--- config.mk ---
export PLATFORM = sky130hd
export DESIGN_NAME = glu_audio_conditioner
export DESIGN_NICKNAME = d
export VERILOG_FILES = /design/src/rtl/glu_audio_pkg.sv /design/src/rtl/glu_dc_blocker.sv /design/src/rtl/glu_audio_conditioner.sv
export SDC_FILE = /design/constraint.sdc
export NUM_CORES = 1
export LEC_CHECK = 0
export BUFFER_PORTS_ARGS = -buffer_cell sky130_fd_sc_hd__buf_2
export CORE_ASPECT_RATIO = 1.4
export CORE_UTILIZATION = 55
export DETAILED_ROUTE_END_ITERATION = 8
export GPL_TIMING_DRIVEN = 1
export PLACE_DENSITY = 0.74
export REMOVE_ABC_BUFFERS = 1
export SYNTH_ARGS = -nofsm -noshare
export SYNTH_HDL_FRONTEND = slang
export SYNTH_SLANG_ARGS = --single-unit
--- constraint.sdc ---
create_clock -name clk_i -period 5.7 [get_ports clk_i]
set_input_delay 0.855 -clock clk_i [delete_from_list [all_inputs] [get_ports clk_i]]
set_output_delay 0.855 -clock clk_i [all_outputs]
set_load 0.02 [all_outputs]
--- src/rtl/glu_audio_pkg.sv ---
// Shared types, widths and helpers for the GLU audio conditioner.
package glu_audio_pkg;

    typedef enum logic [1:0] {
        CLOSED = 2'd0,
        OPEN   = 2'd1,
        HOLD   = 2'd2
    } gate_state_t;

    localparam int SAMPLE_W = 16;
    localparam int GAIN_W   = 5;
    localparam logic [GAIN_W-1:0] GAIN_UNITY = 5'd16;

    // |x| with the single unrepresentable case (-32768) clamped to +32767.
    function automatic logic [SAMPLE_W-1:0] sat_abs(input logic signed [SAMPLE_W-1:0] x);
        if (x == {1'b1, {(SAMPLE_W-1){1'b0}}})
            return {1'b0, {(SAMPLE_W-1){1'b1}}};
        else if (x[SAMPLE_W-1])
            return SAMPLE_W'(-x);
        else
            return SAMPLE_W'(x);
    endfunction

endpackage

--- src/rtl/glu_dc_blocker.sv ---
// Single-channel DC blocker, y = x - x_prev + y_prev - (y_prev >>> 8), saturated to 16 bits.
module glu_dc_blocker
    import glu_audio_pkg::*;
(
    input  logic                       clk_i,
    input  logic                       reset_i,
    input  logic                       en_i,
    input  logic signed [SAMPLE_W-1:0] x_i,
    output logic signed [SAMPLE_W-1:0] y_o
);

    localparam int ACC_W = 18;
    localparam logic signed [ACC_W-1:0] MAX_V = 18'sd32767;
    localparam logic signed [ACC_W-1:0] MIN_V = -18'sd32768;

    function automatic logic signed [SAMPLE_W-1:0] sat16(input logic signed [ACC_W-1:0] v);
        if (v > MAX_V)
            return {1'b0, {(SAMPLE_W-1){1'b1}}};
        else if (v < MIN_V)
            return {1'b1, {(SAMPLE_W-1){1'b0}}};
        else
            return SAMPLE_W'(v);
    endfunction

    logic signed [SAMPLE_W-1:0] x_prev;
    logic signed [SAMPLE_W-1:0] y_prev;
    logic signed [ACC_W-1:0]    x_ext, xp_ext, yp_ext, acc;

    always_comb begin
        x_ext  = ACC_W'(x_i);
        xp_ext = ACC_W'(x_prev);
        yp_ext = ACC_W'(y_prev);
        acc    = x_ext - xp_ext + yp_ext - (yp_ext >>> 8);
    end

    always_ff @(posedge clk_i) begin
        if (reset_i) begin
            x_prev <= '0;
            y_prev <= '0;
            y_o    <= '0;
        end else if (en_i) begin
            x_prev <= x_i;
            y_prev <= sat16(acc);
            y_o    <= sat16(acc);
        end
    end

endmodule

--- src/rtl/glu_audio_conditioner.sv ---
// GLU stereo post-processing: volume ramp, hysteretic noise gate with hold, registered output.
// Optional DC-blocking stage between capture and gate when GLU_AUDIO_DC_BLOCK_EN is defined.
module glu_audio_conditioner
    import glu_audio_pkg::*;
#(
    parameter int GATE_OPEN_THRESHOLD  = 64,
    parameter int GATE_CLOSE_THRESHOLD = 48,
    parameter int GATE_HOLD_SAMPLES    = 2048,
    parameter int RAMP_SAMPLES         = 64
) (
    input  logic                       clk_i,
    input  logic                       reset_i,
    input  logic                       sample_strobe_i,
    input  logic signed [SAMPLE_W-1:0] left_i,
    input  logic signed [SAMPLE_W-1:0] right_i,
    input  logic [3:0]                 volume_i,
    output logic signed [SAMPLE_W-1:0] audio_l_o,
    output logic signed [SAMPLE_W-1:0] audio_r_o,
    output logic                       valid_o,
    output logic                       gate_open_o
);

    localparam int DATA_W = SAMPLE_W;
    localparam int PROD_W = 21;
    localparam int HOLD_W = $clog2(GATE_HOLD_SAMPLES + 1);
    localparam int RAMP_W = $clog2(RAMP_SAMPLES + 1);
    localparam logic [DATA_W-1:0] OPEN_TH   = DATA_W'(GATE_OPEN_THRESHOLD);
    localparam logic [DATA_W-1:0] CLOSE_TH  = DATA_W'(GATE_CLOSE_THRESHOLD);
    localparam logic [HOLD_W-1:0] HOLD_LAST = HOLD_W'(GATE_HOLD_SAMPLES - 1);
    localparam logic [RAMP_W-1:0] RAMP_LAST = RAMP_W'(RAMP_SAMPLES - 1);

    // Gain 16 reproduces x exactly, so the 16-bit truncation never overflows.
    function automatic logic signed [DATA_W-1:0] scale(input logic signed [DATA_W-1:0] x,
                                                       input logic [GAIN_W-1:0] g);
        logic signed [PROD_W-1:0] prod;
        prod = $signed({{(PROD_W-DATA_W){x[DATA_W-1]}}, x}) *
               $signed({{(PROD_W-GAIN_W){1'b0}}, g});
        return DATA_W'(prod >>> 4);
    endfunction

    // Stage p0: capture
    logic                     vld_p0;
    logic signed [DATA_W-1:0] l_p0, r_p0;
    logic [3:0]               vol_p0;

    always_ff @(posedge clk_i) begin
        if (reset_i) vld_p0 <= 1'b0;
        else         vld_p0 <= sample_strobe_i;
    end

    always_ff @(posedge clk_i) begin
        if (sample_strobe_i) begin
            l_p0   <= left_i;
            r_p0   <= right_i;
            vol_p0 <= volume_i;
        end
    end

    logic                     g_vld;
    logic signed [DATA_W-1:0] g_l, g_r;
    logic [3:0]               g_vol;

`ifdef GLU_AUDIO_DC_BLOCK_EN
    // Stage dc: per-channel DC removal, volume travels alongside
    logic                     vld_dc;
    logic signed [DATA_W-1:0] l_dc, r_dc;
    logic [3:0]               vol_dc;

    glu_dc_blocker u_dc_l (.clk_i(clk_i), .reset_i(reset_i), .en_i(vld_p0), .x_i(l_p0), .y_o(l_dc));
    glu_dc_blocker u_dc_r (.clk_i(clk_i), .reset_i(reset_i), .en_i(vld_p0), .x_i(r_p0), .y_o(r_dc));

    always_ff @(posedge clk_i) begin
        if (reset_i) vld_dc <= 1'b0;
        else         vld_dc <= vld_p0;
    end

    always_ff @(posedge clk_i) begin
        if (vld_p0) vol_dc <= vol_p0;
    end

    assign g_vld = vld_dc;
    assign g_l   = l_dc;
    assign g_r   = r_dc;
    assign g_vol = vol_dc;
`else
    assign g_vld = vld_p0;
    assign g_l   = l_p0;
    assign g_r   = r_p0;
    assign g_vol = vol_p0;
`endif

    // Stage p1: gate decision and gain ramp
    gate_state_t       gate_state, gate_nxt;
    logic [HOLD_W-1:0] hold_cnt, hold_nxt, hold_inc;
    logic [GAIN_W-1:0] gain_cur, gain_nxt, target;
    logic [RAMP_W-1:0] ramp_cnt, ramp_nxt;
    logic [DATA_W-1:0] mag_l, mag_r, mag;

    always_comb begin
        mag_l    = sat_abs(g_l);
        mag_r    = sat_abs(g_r);
        mag      = (mag_l > mag_r) ? mag_l : mag_r;
        hold_inc = hold_cnt + HOLD_W'(1);
        gate_nxt = gate_state;
        hold_nxt = hold_cnt;
        case (gate_state)
            CLOSED: if (mag >= OPEN_TH) gate_nxt = OPEN;
            OPEN: begin
                if (mag < CLOSE_TH) begin
                    gate_nxt = HOLD;
                    hold_nxt = '0;
                end
            end
            HOLD: begin
                if (mag >= CLOSE_TH) begin
                    gate_nxt = OPEN;
                end else if (hold_inc >= HOLD_LAST) begin
                    gate_nxt = CLOSED;
                    hold_nxt = '0;
                end else begin
                    hold_nxt = hold_inc;
                end
            end
            default: gate_nxt = CLOSED;
        endcase
    end

    // A volume change simply moves the target; the ramp counter keeps its phase.
    always_comb begin
        target   = GAIN_W'(g_vol) + GAIN_W'(1);
        gain_nxt = gain_cur;
        ramp_nxt = ramp_cnt;
        if (gain_cur == target) begin
            ramp_nxt = '0;
        end else if (ramp_cnt == RAMP_LAST) begin
            ramp_nxt = '0;
            gain_nxt = (gain_cur < target) ? gain_cur + GAIN_W'(1) : gain_cur - GAIN_W'(1);
        end else begin
            ramp_nxt = ramp_cnt + RAMP_W'(1);
        end
    end

    logic                     vld_p1, mute_p1, open_p1;
    logic signed [DATA_W-1:0] l_p1, r_p1;
    logic [GAIN_W-1:0]        gain_p1;

    always_ff @(posedge clk_i) begin
        if (reset_i) begin
            gate_state <= CLOSED;
            hold_cnt   <= '0;
            gain_cur   <= GAIN_UNITY;
            ramp_cnt   <= '0;
            vld_p1     <= 1'b0;
        end else begin
            vld_p1 <= g_vld;
            if (g_vld) begin
                gate_state <= gate_nxt;
                hold_cnt   <= hold_nxt;
                gain_cur   <= gain_nxt;
                ramp_cnt   <= ramp_nxt;
            end
        end
    end

    always_ff @(posedge clk_i) begin
        if (g_vld) begin
            l_p1    <= g_l;
            r_p1    <= g_r;
            gain_p1 <= gain_cur;
            mute_p1 <= (gate_nxt == CLOSED);
            open_p1 <= (gate_nxt != CLOSED);
        end
    end

    // Stage p2: scale, mute and present
    logic                     vld_p2, open_p2;
    logic signed [DATA_W-1:0] l_p2, r_p2;

    always_ff @(posedge clk_i) begin
        if (reset_i) begin
            vld_p2  <= 1'b0;
            open_p2 <= 1'b0;
            l_p2    <= '0;
            r_p2    <= '0;
        end else begin
            vld_p2 <= vld_p1;
            if (vld_p1) begin
                open_p2 <= open_p1;
                l_p2    <= mute_p1 ? '0 : scale(l_p1, gain_p1);
                r_p2    <= mute_p1 ? '0 : scale(r_p1, gain_p1);
            end
        end
    end

    assign audio_l_o   = l_p2;
    assign audio_r_o   = r_p2;
    assign valid_o     = vld_p2;
    assign gate_open_o = open_p2;

endmodule
; ---- After elaboration in Yosys (flattened, before gate mapping)
; Index checks and enable logic that the tools add are counted.
[totals]
reg_bits = 137
inputBits = 39
output_inout_bits = 34
elab_cells = 67
[op_classes]
add_sub_neg = 7
n_mul = 2
order_cmp = 6
n_eq_ne = 8
n_mux = 19
n_bitwise = 1
reduce_logical = 6
[ops]
columns = operator, n
row1 = 2-to-1 mux 16 bit, 7
row2 = multiplier 16 x 6 -> 20 bit, 2
row3 = 2-to-1 mux 12 bit, 3
row4 = "equality test 16 bit, second input constant", 2
row5 = negator 16 bit, 2
row6 = one-hot mux 12 bit (2 select lines), 1
row7 = "greater-or-equal comparator 16 x 6 -> 1 bit, second input constant", 1
row8 = "greater-or-equal comparator 16 x 7 -> 1 bit, second input constant", 1
row9 = greater-than comparator 16 bit, 1
row10 = "less-than comparator 16 x 6 -> 1 bit, second input constant", 1
row11 = 2-to-1 mux 7 bit, 2
row12 = "adder 12 x 1 -> 12 bit, second input constant", 1
row13 = "greater-or-equal comparator 12 x 11 -> 1 bit, second input constant", 1
row14 = 2-to-1 mux 2 bit, 4
row15 = "adder 7 x 1 -> 7 bit, second input constant", 1
row16 = "equality test 7 x 6 -> 1 bit, second input constant", 1
row17 = one-hot mux 2 bit (3 select lines), 1
row18 = "adder 4 x 1 -> 5 bit, second input constant", 1
row19 = "adder 5 x 1 -> 5 bit, second input constant", 1
row20 = equality test 5 bit, 1
row21 = less-than comparator 5 bit, 1
row22 = 2-to-1 mux 5 bit, 1
row23 = "subtractor 5 x 1 -> 5 bit, second input constant", 1
row24 = logical NOT 2 bit, 2
row25 = 7 further kinds, 9

; ---- Longest topological paths before layout
[logic_depth]
depth_word = 9
depth_mapped = 19
ltp_nobuf = 17

; ---- Least setup slack after synthesis
; No wires, ideal clock.
[synth_timing]
path_kind = flip-flop to flip-flop
from = register gain_p1[1]
to = register l_p2[14], in the netlist audio_l_o[14]
setup_time_ns = 0.117
t_arrival_ns = 4.362
required_ns = 5.583
slack_ns = 1.221
path_stages_with_launch = 18
n_path_buf = 2
synth_period_minus_slack_ns = 4.479
cell_sequence = edfxtp_1 -> clkbuf_1 -> clkbuf_1 -> nand2_1 -> fa_1 -> inv_1 -> fa_1 -> fa_1 -> ha_1 -> or3_1 -> a31o_1 -> a311oi_1 -> a21oi_1 -> nand4_1 -> nand4b_1 -> a21oi_1 -> xnor2_1 -> a22o_1
[synth_via]
elab_chain_cells = 2
[synth_lines]
columns = item, line
row1 = start: declaration, glu_audio_conditioner.sv:145  ; logic [GAIN_W-1:0] gain_p1;
row2 = start signal: assignment, glu_audio_conditioner.sv:169  ; gain_p1 <= gain_cur;
row3 = multiplier 16 x 6 -> 20 bit, glu_audio_conditioner.sv:36  ; prod = $signed({{(PROD_W-DATA_W){x[DATA_W-1]}}, x}) *
row4 = 2-to-1 mux 16 bit, glu_audio_conditioner.sv:189  ; l_p2 <= mute_p1 ? '0 : scale(l_p1, gain_p1);
row5 = end signal: assignment, glu_audio_conditioner.sv:189
row6 = end: declaration, glu_audio_conditioner.sv:177  ; logic signed [DATA_W-1:0] l_p2, r_p2;
; Every way passes these cells.
; A chain may end at the register's enable or synchronous reset.

; ---- Final worst setup path
; Ends and elaborated chain as after synthesis.

==> run metrics <==
Clock Sinks=around 140; slowest library cell on the worst path=edfxtp_1; cts hold-fix bufs=0; CTS clk-pin slew, worst paths=about 60 ps; VDD IR max=0.231 mV; WL/cell=about 16 um; Max Freq=approximately 200 MHz; first-iteration detailed-routing DRC count=~400; endpoints failing setup=0; Core Rows=between 60 and 70; CORE AREA=between 20000 and 25000 um2; Detailed Place HPWL=18.7 mm; synthesized flop and latch total=roughly 140; GP Congestion=0.885; cts bufs inserted=17; Yosys cell types=80; Setup Skew=8.02 ps; MaxCap Viol Count=0; die area=21500 um2; Syn. warnings=0; Seq/Total Area, Yosys=slightly above 30%; worst slack at placement=between 700 and 800 ps; Slew headroom=between 20% and 30%; postcts setup bufs=0; Mapped Area=~12000 um2; final cycle utilization of the critical path=87.9%; area delta synth->final=10.5%; Slew Limit Fails=0; CP Cell Sequence=nand2_1 -> fa_1 -> inv_1 -> fa_1 -> fa_1 -> ha_1 -> or3_1 -> a31o_1 -> a311oi_1 -> a21oi_1 -> nand4_1 -> nand4b_1 -> a21oi_1 -> xnor2_1 -> a22o_1; WP buf/inv=1; Top delay family on crit path=adder cells; Fin. Hold Viols=0; DRC viols=0; clk buf depth=2; asr flop ratio synth=0%; RSZ-0062 raised after global routing=no; cell repeated most along the worst path=fa_1; worst skew pair latency=about 430 ps; EDFF count, synth=75; Critical Path End Type=flip-flop; Worst EP arrival=around 5300 ps; most frequent cells in the layout=nand2_1, ha_1, inv_1; Final TNS setup=0 ps; Hold WC Path Type=reg -> reg; Global Route Usage Sum=around a quarter; slowest stage delay, CP=around 800 ps; Placed Instances=~1500; Hold Slack=between 400 and 500 ps; number of diodes=0; fin cells=1519; layout cells sized above 1=between 10 and 15%; root buffer cell=clkbuf_16; pwr dens=about 290 nW/um2; Mean Syn Cell Area=a little under 10 um2; DIE WIDTH=around 120 um; Static Leak=~5.7 nW; worst-path fanout max=21; drt via density=between 5 and 6; Worst-Margin Slew=1180 ps; Req. time, crit path=around 6000 ps; Post-synth top flop=edfxtp_1; Routed Antenna Nets=0; antenna violations before repair=1; Final WS setup=slightly below 700 ps; Synth Instances=between 1000 and 1500; kind of critical path=reg -> reg; IO Count=between 70 and 80; H-Tree Depth=4; TritonCTS clock tree=yes; drt first pass iters=5; status=complete, no violations; Resize count post-CTS=0; die height=around 170 um; Min Clock Period, post-route=5010 ps; number of global-route vias before repair=about 8500; most common cell after layout, fill and taps aside=nand2_1; Via Count=between 8000 and 9000; WL final=~24 mm; CP startpoint kind=flip-flop; largest net degree at the start of global routing=51; grt ovf=0; Port Buffer Count=slightly above 70; first-pass GRT wire length=between 40 and 50 mm; final-stage net count=about 1500; Initial Utilization=56.2%
power breakdown:
group / leakage, nW / total (W) / switching, W / internal, W
Sequential: 1.22 / 0.00120 / 0.0000854 / 0.00111
Clock: 0.292 / 0.00118 / 0.000451 / 0.000732
Combinational: 4.14 / 0.00134 / 0.000727 / 0.000612
Total: 5.65 / 0.00372 / 0.00126 / 0.00245
synthesized netlist by cell type (all sizes together) (5+ instances only):
master | number | area [um2]
clkbuf | 36 | 135
fa | 93 | 1860
mux2i | 6 | 60.1
a22oi | 12 | 90.1
nand2b | 11 | 68.8
a31oi | 11 | 68.8
nor2 | 84 | 315
and3 | 10 | 62.6
inv | 99 | 372
nand3 | 23 | 115
a21o | 15 | 113
nand4 | 8 | 50.1
edfxtp | 75 | 2250
a22o | 10 | 87.6
dfxtp | 62 | 1240
nor4 | 8 | 50.1
xnor2 | 39 | 342
buf | 6 | 36.3
or3 | 12 | 75.1
nand2 | 129 | 484
nor3b | 9 | 67.6
nor3 | 25 | 125
and2 | 90 | 563
a21oi | 55 | 279
nor2b | 9 | 56.3
o31ai | 7 | 52.6
o21a | 14 | 113
o21ai | 24 | 120
o211ai | 5 | 37.5
xor2 | 19 | 166
or2 | 12 | 77.6
ha | 100 | 1250
a32oi | 5 | 43.8
final timing paths:
| path | from | depth (start not counted) | endpoint | slack [ps] |
|---|---|---|---|---|
| max | gain_p1[1] | 15 | audio_l_o[14] | 690 |
| min | audio_r_o[10] | 1 | audio_r_o[10] | 460 |
| max reg2reg | gain_p1[1] | 15 | audio_l_o[14] | 690 |
| min reg2reg | audio_r_o[10] | 1 | audio_r_o[10] | 460 |
worst register-to-register path, cell delays in order, from the launching register on:
cell and delay (ps):
edfxtp_1 800, nand2_1 200, fa_1 570, inv_1 60
fa_1 470, fa_1 490, ha_1 260, or3_1 350
a31o_1 210, a311oi_1 490, a21oi_1 240, nand4_1 150
nand4b_1 110, a21oi_1 200, xnor2_1 90, a22o_1 200
registers in the layout, summed over array words and instances (netlist names), 2 cells and up:
name        count
g_vol           4
audio_r_o      16
g_l            16
gate_state      2
hold_cnt       12
l_p1           16
g_r            16
gain_cur        5
ramp_cnt        7
gain_p1         5
audio_l_o      16
r_p1           16
stage by stage:
step | total power, W | util, % | cell area (um2)
2_1_floorplan | 0.00225 | - | 11300
3_3_place_gp | 0.00251 | 59.1 | 12100
3_5_place_dp | 0.00255 | 59.1 | 12100
4_1_cts | 0.00374 | 62.1 | 12700
5_1_grt | 0.00397 | 62.1 | 12700
6_report | 0.00372 | 62.1 | 12700
cell type report:
type / count / area (um2)
multi-input combinational: 914 / 7470
clock inverter: 14 / 199
timing repair buffer: 82 / 435
sequential: 137 / 3490
clock buffer: 17 / 425
fill: 1662 / 7760
inverter: 99 / 372
tap: 256 / 320
layer usage:
layer	part of all wire, %	global-route usage, %
met1	43	29.0
met2	51	40.9
met4	2.3	8.89
met5	0.053	0
met3	3.0	3.99
cell families (layout without fill, tap and decap cells):
family                     count (synthesis)  in the layout  synth area share (%)
and+or+nand+nor                          451            451                  20.3
AOI/OAI and AO/OA                        203            203                  12.4
adders and majority gates                193            193                  27.0
buffers and inverters                    141            212                  4.72
DFF                                      137            137                  30.3
xor gates and xnor gates                  58             58                  4.41
muxes                                      9              9                 0.815
Note: power is estimated with default switching activity, not from simulation.
